## config.mk

```make
export PLATFORM = sky130hd
export DESIGN_NAME = rvfi_retire_serializer
export DESIGN_NICKNAME = d
export VERILOG_FILES = /design/src/rtl/rvfi_retire_serializer.sv
export SDC_FILE = /design/constraint.sdc
export NUM_CORES = 1
export LEC_CHECK = 0
export ABC_CLOCK_PERIOD_IN_PS = 7700
export CORE_ASPECT_RATIO = 0.5
export CORE_MARGIN = 1.5
export CORE_UTILIZATION = 30
export CTS_CLUSTER_SIZE = 10
export DETAILED_ROUTE_END_ITERATION = 12
export HOLD_SLACK_MARGIN = 0.03
export PLACE_DENSITY = 0.47
export SYNTH_ARGS = -nofsm -noshare
export SYNTH_HDL_FRONTEND = slang
export SYNTH_SLANG_ARGS = --single-unit
export TNS_END_PERCENT = 50
```

## constraint.sdc

```tcl
create_clock -name clock -period 7.7 [get_ports clock]
set_clock_uncertainty 0.05 [all_clocks]
set_input_delay 1.54 -clock clock [delete_from_list [all_inputs] [get_ports clock]]
set_output_delay 1.54 -clock clock [all_outputs]
set_load 0.005 [all_outputs]
```

## src/rtl/rvfi_retire_serializer.sv

```systemverilog
// rvfi_retire_serializer
// Collects up to NRET retirements per cycle from parallel RVFI lanes,
// compacts them in lane order into a circular FIFO and emits one retirement
// per cycle. It also flags dropped lanes (overflow) and gaps in rvfi_order.
module rvfi_retire_serializer #(
    parameter int NRET    = 2,
    parameter int DEPTH   = 8,
    parameter int ORDER_W = 64,
    localparam int LW     = $clog2(DEPTH + 1),
    localparam int PW     = $clog2(DEPTH),
    localparam int EW     = ORDER_W + 2
) (
    input  logic                    clock,
    input  logic                    resetn,
    input  logic [NRET-1:0]         in_valid,
    input  logic [NRET*ORDER_W-1:0] in_order,
    input  logic [NRET-1:0]         in_trap,
    input  logic [NRET-1:0]         in_intr,
    output logic                    out_valid,
    output logic [ORDER_W-1:0]      out_order,
    output logic                    out_trap,
    output logic                    out_intr,
    output logic [LW-1:0]           level,
    output logic                    overflow,
    output logic                    order_err
);

    // Entry layout: {order, trap, intr}
    logic [EW-1:0]      mem_q [DEPTH];

    logic [PW-1:0]      wr_ptr_q, wr_ptr_d;
    logic [PW-1:0]      rd_ptr_q, rd_ptr_d;
    logic [LW-1:0]      level_q, level_d;
    logic               out_valid_q, out_valid_d;
    logic [ORDER_W-1:0] out_order_q, out_order_d;
    logic               out_trap_q, out_trap_d;
    logic               out_intr_q, out_intr_d;
    logic               overflow_q, overflow_d;
    logic               order_err_q, order_err_d;
    logic [ORDER_W-1:0] exp_order_q, exp_order_d;

    // Pop whenever anything is buffered; free space counts the slot the pop vacates.
    logic               pop;
    logic [LW:0]        free_slots;
    logic [LW:0]        lane_off [NRET];
    logic [NRET-1:0]    lane_acc;
    logic [LW:0]        acc_cnt;
    logic [PW-1:0]      lane_addr [NRET];
    logic [EW-1:0]      lane_entry [NRET];
    logic [EW-1:0]      head;
    logic [ORDER_W-1:0] head_order;

    assign pop        = (level_q != '0);
    assign free_slots = (LW+1)'(DEPTH) - {1'b0, level_q} + (LW+1)'(pop);
    assign head       = mem_q[rd_ptr_q];
    assign head_order = head[EW-1:2];

    // Lane offsets: valid lanes take consecutive slots; only a prefix that fits is accepted.
    always_comb begin
        logic [LW:0] run;
        run      = '0;
        acc_cnt  = '0;
        lane_acc = '0;
        for (int i = 0; i < NRET; i++) begin
            lane_off[i] = run;
            if (in_valid[i]) begin
                lane_acc[i] = (run < free_slots);
                run         = run + 1'b1;
            end
            if (lane_acc[i]) begin
                acc_cnt = acc_cnt + 1'b1;
            end
        end
    end

    generate
        for (genvar gi = 0; gi < NRET; gi++) begin : g_lane
            assign lane_addr[gi]  = wr_ptr_q + lane_off[gi][PW-1:0];
            assign lane_entry[gi] = {in_order[gi*ORDER_W +: ORDER_W], in_trap[gi], in_intr[gi]};
        end
    endgenerate

    // Next-state for pointers, occupancy, output register and sticky flags.
    always_comb begin
        wr_ptr_d    = wr_ptr_q + acc_cnt[PW-1:0];
        rd_ptr_d    = rd_ptr_q;
        level_d     = level_q + acc_cnt[LW-1:0] - LW'(pop);
        out_valid_d = 1'b0;
        out_order_d = out_order_q;
        out_trap_d  = out_trap_q;
        out_intr_d  = out_intr_q;
        overflow_d  = overflow_q | (|(in_valid & ~lane_acc));
        order_err_d = order_err_q;
        exp_order_d = exp_order_q;
        if (pop) begin
            rd_ptr_d    = rd_ptr_q + 1'b1;
            out_valid_d = 1'b1;
            out_order_d = head_order;
            out_trap_d  = head[1];
            out_intr_d  = head[0];
            if (head_order != exp_order_q) begin
                order_err_d = 1'b1;
            end
            // Resync on every pop so one gap raises the flag once, not forever.
            exp_order_d = head_order + 1'b1;
        end
    end

    // Storage writes; no reset needed, and inputs are ignored while in reset.
    always_ff @(posedge clock) begin
        if (resetn) begin
            for (int i = 0; i < NRET; i++) begin
                if (lane_acc[i]) begin
                    mem_q[lane_addr[i]] <= lane_entry[i];
                end
            end
        end
    end

    // State registers with synchronous active-low reset.
    always_ff @(posedge clock) begin
        if (!resetn) begin
            wr_ptr_q    <= '0;
            rd_ptr_q    <= '0;
            level_q     <= '0;
            out_valid_q <= 1'b0;
            out_order_q <= '0;
            out_trap_q  <= 1'b0;
            out_intr_q  <= 1'b0;
            overflow_q  <= 1'b0;
            order_err_q <= 1'b0;
            exp_order_q <= '0;
        end else begin
            wr_ptr_q    <= wr_ptr_d;
            rd_ptr_q    <= rd_ptr_d;
            level_q     <= level_d;
            out_valid_q <= out_valid_d;
            out_order_q <= out_order_d;
            out_trap_q  <= out_trap_d;
            out_intr_q  <= out_intr_d;
            overflow_q  <= overflow_d;
            order_err_q <= order_err_d;
            exp_order_q <= exp_order_d;
        end
    end

    assign out_valid = out_valid_q;
    assign out_order = out_order_q;
    assign out_trap  = out_trap_q;
    assign out_intr  = out_intr_q;
    assign level     = level_q;
    assign overflow  = overflow_q;
    assign order_err = order_err_q;

endmodule

```

* Word level (Yosys, flattened, before mapping)
Memory sizes are Yosys's and may differ from the RTL's. A register that Yosys moved wholly into a read port is not among the register bits.
Cells that the tools add are included.
** Word-level totals
- Input port bits :: 136
- RAM bits :: 528
- Bits in registers :: 143
- Memories kept :: 1
** Memories
- mem_q :: words 8, width 66, read ports 1, clocked after Yosys merged registers in 1, write ports 2, line 29 : logic [EW-1:0] mem_q [DEPTH];
** Operators by class
- Muxes and demuxes :: 14
- Bitwise gates (word level) :: 3
- Reductions and logical operators :: 3
- $lt $le $gt $ge :: 2
- Equality and inequality tests :: 1
- Add/sub/neg operators :: 9
** Operator list (number)
- $add A64 B1 Y64 const B :: 1
- $ne A64 B64 Y1 :: 1
- $mux W1 :: 11
- $add A3 B3 Y3 :: 2
- $mux W3 :: 2
- $add A5 B1 Y5 :: 1
- $lt A1 B5 Y1 const A :: 1
- $lt A5 B5 Y1 :: 1
- $sub A4 B4 Y5 const A :: 1
- $add A4 B4 Y4 :: 1
- $mux W4 :: 1
- $reduce_bool A4 Y1 :: 1
- $sub A4 B1 Y4 :: 1
- $add A3 B1 Y3 const B :: 1
- $add A1 B1 Y2 const B :: 1
- $and A2 B2 Y2 :: 1
- $not A2 Y2 :: 1
- $reduce_and A2 Y1 :: 1
- $reduce_or A2 Y1 :: 1
- $or A1 B1 Y1 :: 1

* Depth between registers and ports, before layout
Gate-level depths: netlist of the first run.
- Word-level depth :: 9
- Depth in mapped cells :: 20

* Least setup slack after synthesis of the first run
Ideal clock, no wire load.
- Kind :: input to register
- Start point :: input resetn
- End point :: memory mem_q[0][0] (netlist name), enable pin
- Stages on the path :: 4
- Slack :: -0.015 ns
- Setup time :: 0.588 ns
- Arrival time :: 7.076 ns
- Buffers on the path :: 2
- Path through :: clkbuf_1 clkbuf_1 nand3_1 o31ai_1
** RTL lines
- start: declaration :: line 14 : input logic resetn,
- end: declaration :: line 29

==> results of run 1 <==
[cells in the mapped netlist, drive strengths merged, types with 24 or more instances]
library cell	n
a211oi	83
buf	62
clkbuf	87
dfxtp	146
edfxtp	528
mux2	531
mux2i	68
mux4	128
nand2	46
nand3	43
nand4	24
nor2	139
nor3	32
nor4	27
o21ai	31
xnor2	65
xor2	46
[metrics by stage]
step	total power (uW)	setup slack, ns	hold WS (ns)	instances
after global routing	14620	2.507	0.4390	4006
final	13900	2.766	0.4195	4006
after global placement	10510	2.211	0.4021	3874
after CTS	14080	2.798	0.4196	4006
after detailed placement	10550	2.135	0.4118	3874
after floorplan	8378	0.1899	0.3936	2245
[power by group through the flow]
stage	sequential [uW]	combinational (uW)	clock, uW
floorplan	5030	3350	0
global placement	5180	5320	0
detailed placement	5190	5350	0
CTS	5120	5380	3590
global route	5180	5720	3720
finish	5100	5300	3490
[worst min path at each step]
| stage | start | end | cells past startpoint |
|---|---|---|---|
| finish | exp_order_q[1]$_SDFFE_PN0P_ | exp_order_q[1]$_SDFFE_PN0P_ | 2 |
| global route | exp_order_q[1]$_SDFFE_PN0P_ | exp_order_q[1]$_SDFFE_PN0P_ | 2 |
| CTS | exp_order_q[1]$_SDFFE_PN0P_ | exp_order_q[1]$_SDFFE_PN0P_ | 2 |
| detailed placement | rd_ptr_q[1]$_SDFFE_PN0P_ | register | 2 |
| global placement | exp_order_q[29]$_SDFFE_PN0P_ | exp_order_q[29]$_SDFFE_PN0P_ | 2 |
| floorplan | exp_order_q[29]$_SDFFE_PN0P_ | exp_order_q[29]$_SDFFE_PN0P_ | 2 |
[layer usage]
layer  vias up  GRT usage  wire length, um
met5         -          0               55
met4         8    0.04608             2351
met3       134    0.03490             4655
met2       419     0.3029            50220
met1     10626     0.2420            46810
li1       9249          -                -
[final cells by class]
| class | instances | share of cell area |
|---|---|---|
| well taps | 1496 | 0.04702 |
| repair buffers | 282 | 0.06770 |
| inverters | 20 | 0.002074 |
| clock buffers | 127 | 0.05604 |
| clock inverters | 5 | 0.001194 |
| multi-input cells | 1402 | 0.3540 |
| flip-flops and latches | 674 | 0.4720 |
[worst max-delay path, stage by stage (launching register included)]
cell	delay, ns
sky130_fd_sc_hd__dfxtp_4	0.93
sky130_fd_sc_hd__buf_4	0.56
sky130_fd_sc_hd__mux4_2	0.29
sky130_fd_sc_hd__mux2i_1	0.28
sky130_fd_sc_hd__inv_1	0.18
sky130_fd_sc_hd__ha_1	0.20
sky130_fd_sc_hd__inv_1	0.04
sky130_fd_sc_hd__nand4bb_1	0.34
sky130_fd_sc_hd__or2_2	0.54
sky130_fd_sc_hd__nor2_1	0.60
sky130_fd_sc_hd__nand2_1	0.31
sky130_fd_sc_hd__or3_1	0.44
sky130_fd_sc_hd__nand3_1	0.08
[state kept, by name, summed over array words and instances, names as in the netlist, named ones only]
name / cells
overflow: 1
mem_q: 528
out_intr: 1
out_order: 64
out_valid: 1
order_err: 1
exp_order_q: 64
rd_ptr_q: 3
wr_ptr_q: 3
out_trap: 1
level: 4
[cell families after synthesis]
logic type | count (synthesis) | synth area share
muxes | 727 | 0.2876
and+or+nand+nor | 377 | 0.05703
xor gates and xnor gates | 111 | 0.02893
AOI/OAI and AO/OA | 170 | 0.03492
buffers and inverters | 169 | 0.02602
adders and majority gates | 17 | 0.006775
DFF | 674 | 0.5587
==> flow_metrics.tcl, run 1 <==
set metrics [dict create \
    max-vdd-ir-drop_mv 0.1635 \
    worst_pin_slew_ns 1.091 \
    ff2ff_setup_slack_ns 2.77 \
    synth_async_sr_flop_share 0 \
    post-route-period-util 0.6407 \
    routabilityCongestion 0.7731 \
    synthesis.nets 2398 \
    setup_violations 0 \
    total_routing_usage_reported_by_global_routing 0.1815 \
    cts.htree.levels 3 \
    yosysUniqueCellTypes 65 \
    multi_input_comb_area_um2 14090 \
    critPathArrivalTime_ns 5.49 \
    seq_area_um2 18790 \
    effective_utilization_at_floorplan 0.3038 \
    die_width_um 476.4 \
    post_layout_util 0.3599 \
    core_area_um2 110600 \
    p_sw_uw 4970 \
    hp-class "reg2reg" \
    route.vias.total 20436 \
    timing.final.hold_violations 0 \
    swShare 0.3577 \
    diodes 0 \
    yosys.area.top_type "sky130_fd_sc_hd__edfxtp_1" \
    ys_top_cells_by_area "sky130_fd_sc_hd__edfxtp_1 47%, sky130_fd_sc_hd__mux2_2 18%, sky130_fd_sc_hd__dfxtp_1 8.7%, sky130_fd_sc_hd__mux4_2 6.6%, sky130_fd_sc_hd__mux4_1 2.3%" \
    drive_gt1_frac 0.3327 \
    numCtsBuffers 78 \
    placement_rows 86 \
    grt_pass1_vias 21366 \
    cts_tree "built" \
    clk_pin_slew_ns 0.06 \
    post-route-cell-area_um2 39810 \
    maxSlewHeadroom 0.2522 \
    drtIter0Drc 1397 \
    fp.dieH_um 239.7 \
    top_level_ports 209 \
    finalWirelength_mm 104.1 \
    pin_count_of_the_biggest_net_entering_global_routing 86 \
    post_dp_cell_area_um2 37530 \
    tritoncts_num_sinks 674 \
    cts_resized 0 \
    timing_max_transition_violations_final 0 \
    syn2layout_area_growth_pct 18.44 \
    period_needed_ns 4.934 \
    dieArea_um2 114200 \
    critical_path_peak_fanout 44 \
    grt_antenna_before_repair 4 \
    grt-ovfl-total 0 \
    cts_max_path_buffers 3 \
    leakage_uw 0.01288 \
    num-nets-final 2611 \
    outcome "complete, no violations" \
    synth.ff_latch_count 674 \
    detail-route-antenna-nets 0 \
    p_comb_frac 0.382 \
    synth-warning-count 0 \
    timing.setup.tns_ns 0 \
    highest_count_cells_in_the_layout_ignoring_fill_and_taps "531 x sky130_fd_sc_hd__mux2_2, 528 x sky130_fd_sc_hd__edfxtp_1, 207 x sky130_fd_sc_hd__clkdlybuf4s50_1" \
    clk-insertion-delay-late_ns 0.66 \
    dr.pass1.iters 6 \
    worst_setup_path_endpoint "exp_order_q[42]$_SDFFE_PN0P_" \
    crit-reg2reg-capture "exp_order_q[42]$_SDFFE_PN0P_" \
    power.density_nw_per_um2 349.1 \
    synth_edf_count 528 \
    seqPwrFrac 0.367 \
    post_synth_instance_area_um2 33610 \
    intPower_uw 8926 \
    crit_type "reg2reg" \
    clk_root_buffer_cell "sky130_fd_sc_hd__clkbuf_16" \
    syn-mean-instance-area_um2 14.97 \
    viasPerCell 5.101 \
    cts_hold_repair.buffers 0 \
    worst-endpoint-required_ns 8.26 \
    rr_worst_depth 12 \
    cap_viol_max_count 0 \
    detailedPlacementHpwl_mm 61.09 \
    synth.yosys.seq_area_share 0.5587 \
    setup.worst_path.end_class "register" \
    filler_cell_count 10695 \
    global_route_wire_length_before_repair_mm 151.8 \
    clock_power_share 0.251 \
    final_common_cell "sky130_fd_sc_hd__mux2_2" \
    route.detailed.drc 0 \
    ys_dominant_reg_cell "sky130_fd_sc_hd__edfxtp_1" \
    rsz0062_at_grt "false" \
    buffer_ports.inserted 208 \
    post_synth_inst_count 2245 \
    post_cts_buffers 0 \
    synth_largest_type_area_fraction 0.4717 \
    avgRoutedWirePerCell_um 25.98 \
    max_clock_freq_mhz 202.7 \
    crit_path_start_kind "register" \
]
Power figures use the tool's default switching activity.
==> run 2: changes to the inputs <==
--- a/config.mk
+++ b/config.mk
@@ -5,14 +5,14 @@
 export SDC_FILE = /design/constraint.sdc
 export NUM_CORES = 1
 export LEC_CHECK = 0
-export ABC_CLOCK_PERIOD_IN_PS = 7700
+export ABC_CLOCK_PERIOD_IN_PS = 4560
 export CORE_ASPECT_RATIO = 0.5
 export CORE_MARGIN = 1.5
 export CORE_UTILIZATION = 30
 export CTS_CLUSTER_SIZE = 10
 export DETAILED_ROUTE_END_ITERATION = 12
 export HOLD_SLACK_MARGIN = 0.03
-export PLACE_DENSITY = 0.47
+export PLACE_DENSITY = 0.45
 export SYNTH_ARGS = -nofsm -noshare
 export SYNTH_HDL_FRONTEND = slang
 export SYNTH_SLANG_ARGS = --single-unit
==> constraint.sdc (replaced) <==
create_clock -name clock -period 4.56 [get_ports clock]
set_clock_uncertainty 0.05 [all_clocks]
set_input_delay 0.912 -clock clock [delete_from_list [all_inputs] [get_ports clock]]
set_output_delay 0.912 -clock clock [all_outputs]
set_load 0.005 [all_outputs]
==> flow_metrics.tcl, run 2 (synthesis results as in run 1) <==
set metrics [dict create \
    outcome "complete, no violations" \
    post_cts_buffers 0 \
    critPathArrivalTime_ns 4.67 \
    tritoncts_num_sinks 674 \
    finalWirelength_mm 109.4 \
    die_width_um 476.4 \
    max-vdd-ir-drop_mv 0.4642 \
    cts_resized 0 \
    global_route_wire_length_before_repair_mm 157.9 \
    detailedPlacementHpwl_mm 65.96 \
    critical_path.n_buffers_inverters 4 \
    highest_count_cells_in_the_layout_ignoring_fill_and_taps "531 x sky130_fd_sc_hd__mux2_2, 528 x sky130_fd_sc_hd__edfxtp_1, 207 x sky130_fd_sc_hd__clkdlybuf4s50_1" \
    maxSlewHeadroom 0.1831 \
    route.vias.total 20764 \
    setup.worst_path.end_class "register" \
    cts.htree.levels 3 \
    period_needed_ns 4.200 \
    dieArea_um2 114200 \
    numCtsBuffers 78 \
    top_level_ports 209 \
    power.density_nw_per_um2 593.4 \
    worst-endpoint-required_ns 5.03 \
    crit_path_start_kind "register" \
    num-nets-final 2667 \
    grt_antenna_before_repair 2 \
    clk_pin_slew_ns 0.06 \
    leakage_uw 0.01324 \
    critical-path-slowest-cell "sky130_fd_sc_hd__dfxtp_4" \
    placement_rows 86 \
    clk-insertion-delay-late_ns 0.66 \
    avgRoutedWirePerCell_um 26.98 \
    crit_family "simple AND/OR/NAND/NOR gates" \
    timing_max_transition_violations_final 0 \
    crit_path_frequent_cell "sky130_fd_sc_hd__buf_4" \
    hp-class "reg2reg" \
    grt-ovfl-total 0 \
    max_clock_freq_mhz 238.1 \
    cts_hold_repair.buffers 0 \
    effective_utilization_at_floorplan 0.3038 \
    post-route-cell-area_um2 40510 \
    dr.pass1.iters 7 \
    post_dp_cell_area_um2 38240 \
    pin_count_of_the_biggest_net_entering_global_routing 175 \
    drtIter0Drc 1430 \
    grt_pass1_vias 21441 \
    final_common_cell "sky130_fd_sc_hd__mux2_2" \
    fp.dieH_um 239.7 \
    critPathMaxStageDelay_ns 0.75 \
    setup_violations 0 \
    rsz0062_at_grt "false" \
    detail-route-antenna-nets 0 \
    clk_root_buffer_cell "sky130_fd_sc_hd__clkbuf_16" \
    total_routing_usage_reported_by_global_routing 0.1903 \
    drive_gt1_frac 0.3483 \
    cap_viol_max_count 0 \
    viasPerCell 5.121 \
    core_area_um2 110600 \
    cts_max_path_buffers 3 \
    crit_type "reg2reg" \
    post-route-period-util 0.9211 \
    ordered_list_of_cells_on_the_worst_path "buf_12, buf_4, mux2i_1, buf_4, nor4_2, nand4_2, nor4_1, buf_4, nor3b_1, nor3_1, a311o_1" \
    largest_reg_flops 528 \
    cts_tree "built" \
    critical_path_peak_fanout 33 \
    buffer_ports.inserted 208 \
    routabilityCongestion 0.8161 \
    timing.final.hold_violations 0 \
    route.detailed.drc 0 \
    worst_pin_slew_ns 1.225 \
    syn2layout_area_growth_pct 20.53 \
    hold_ws_ns 0.4126 \
]
-- run 2: cell types whose count changed in the layout (fill, tap and decap cells not counted), sizes merged --
cell,before,now
clkbuf,127,119
buf,75,131
bufinv,0,1
diode,0,1
clkinv,3,2
-- run 2: final timing paths --
path              cells past startpoint                    startpoint  slack (ns)                           end
hold reg to reg                       2  exp_order_q[29]$_SDFFE_PN0P_        0.41  exp_order_q[29]$_SDFFE_PN0P_
hold / removal                        2  exp_order_q[29]$_SDFFE_PN0P_        0.41  exp_order_q[29]$_SDFFE_PN0P_
setup / recovery                     11                      register        0.36  exp_order_q[49]$_SDFFE_PN0P_
setup reg to reg                     11                      register        0.36  exp_order_q[49]$_SDFFE_PN0P_
-- run 2: layer usage --
metal  share of wire  up-vias  track usage
met5         0.00010        -            0
met4           0.020        2      0.04647
met3           0.033      115      0.02863
met2            0.47      380       0.3080
met1            0.48    10901       0.2673
li1                -     9366            -
-- run 2: worst reg2reg max path: stages, from the launching register on --
cell and delay, ns:
sky130_fd_sc_hd__dfxtp_4 0.75, sky130_fd_sc_hd__buf_12 0.31, sky130_fd_sc_hd__buf_4 0.28, sky130_fd_sc_hd__mux2i_1 0.13, sky130_fd_sc_hd__buf_4 0.18, sky130_fd_sc_hd__nor4_2 0.66
sky130_fd_sc_hd__nand4_2 0.42, sky130_fd_sc_hd__nor4_1 0.47, sky130_fd_sc_hd__buf_4 0.20, sky130_fd_sc_hd__nor3b_1 0.23, sky130_fd_sc_hd__nor3_1 0.07, sky130_fd_sc_hd__a311o_1 0.32
-- run 2: power breakdown --
group          leakage, uW  internal [uW]  switching [uW]
clock              0.00109           3350            2560
sequential         0.00601           7950             735
combinational      0.00614           4140            5310
-- run 2: final cells by class --
class                   instances  area (um^2)
repair buffers                338         3403
multi-input cells            1402        14090
inverters                      20        82.58
clock inverters                 5        68.82
clock buffers                 119         2201
well taps                    1496         1872
fillers                     10614        70110
diodes                          1        2.502
flip-flops and latches        674        18790
-- run 2: stage by stage --
stage	utilization	setup TNS [ns]	instances	setup slack [ns]	total power (uW)
after global placement	0.3457	0	3930	0.4021	18350
after detailed placement	0.3457	0	3930	0.4154	18350
after global routing	0.3662	0	4054	0.1396	25270
final	0.3662	0	4055	0.3599	24040
after floorplan	-	-253.20	2245	-1.320	14110
after CTS	0.3662	0	4054	0.3904	24350
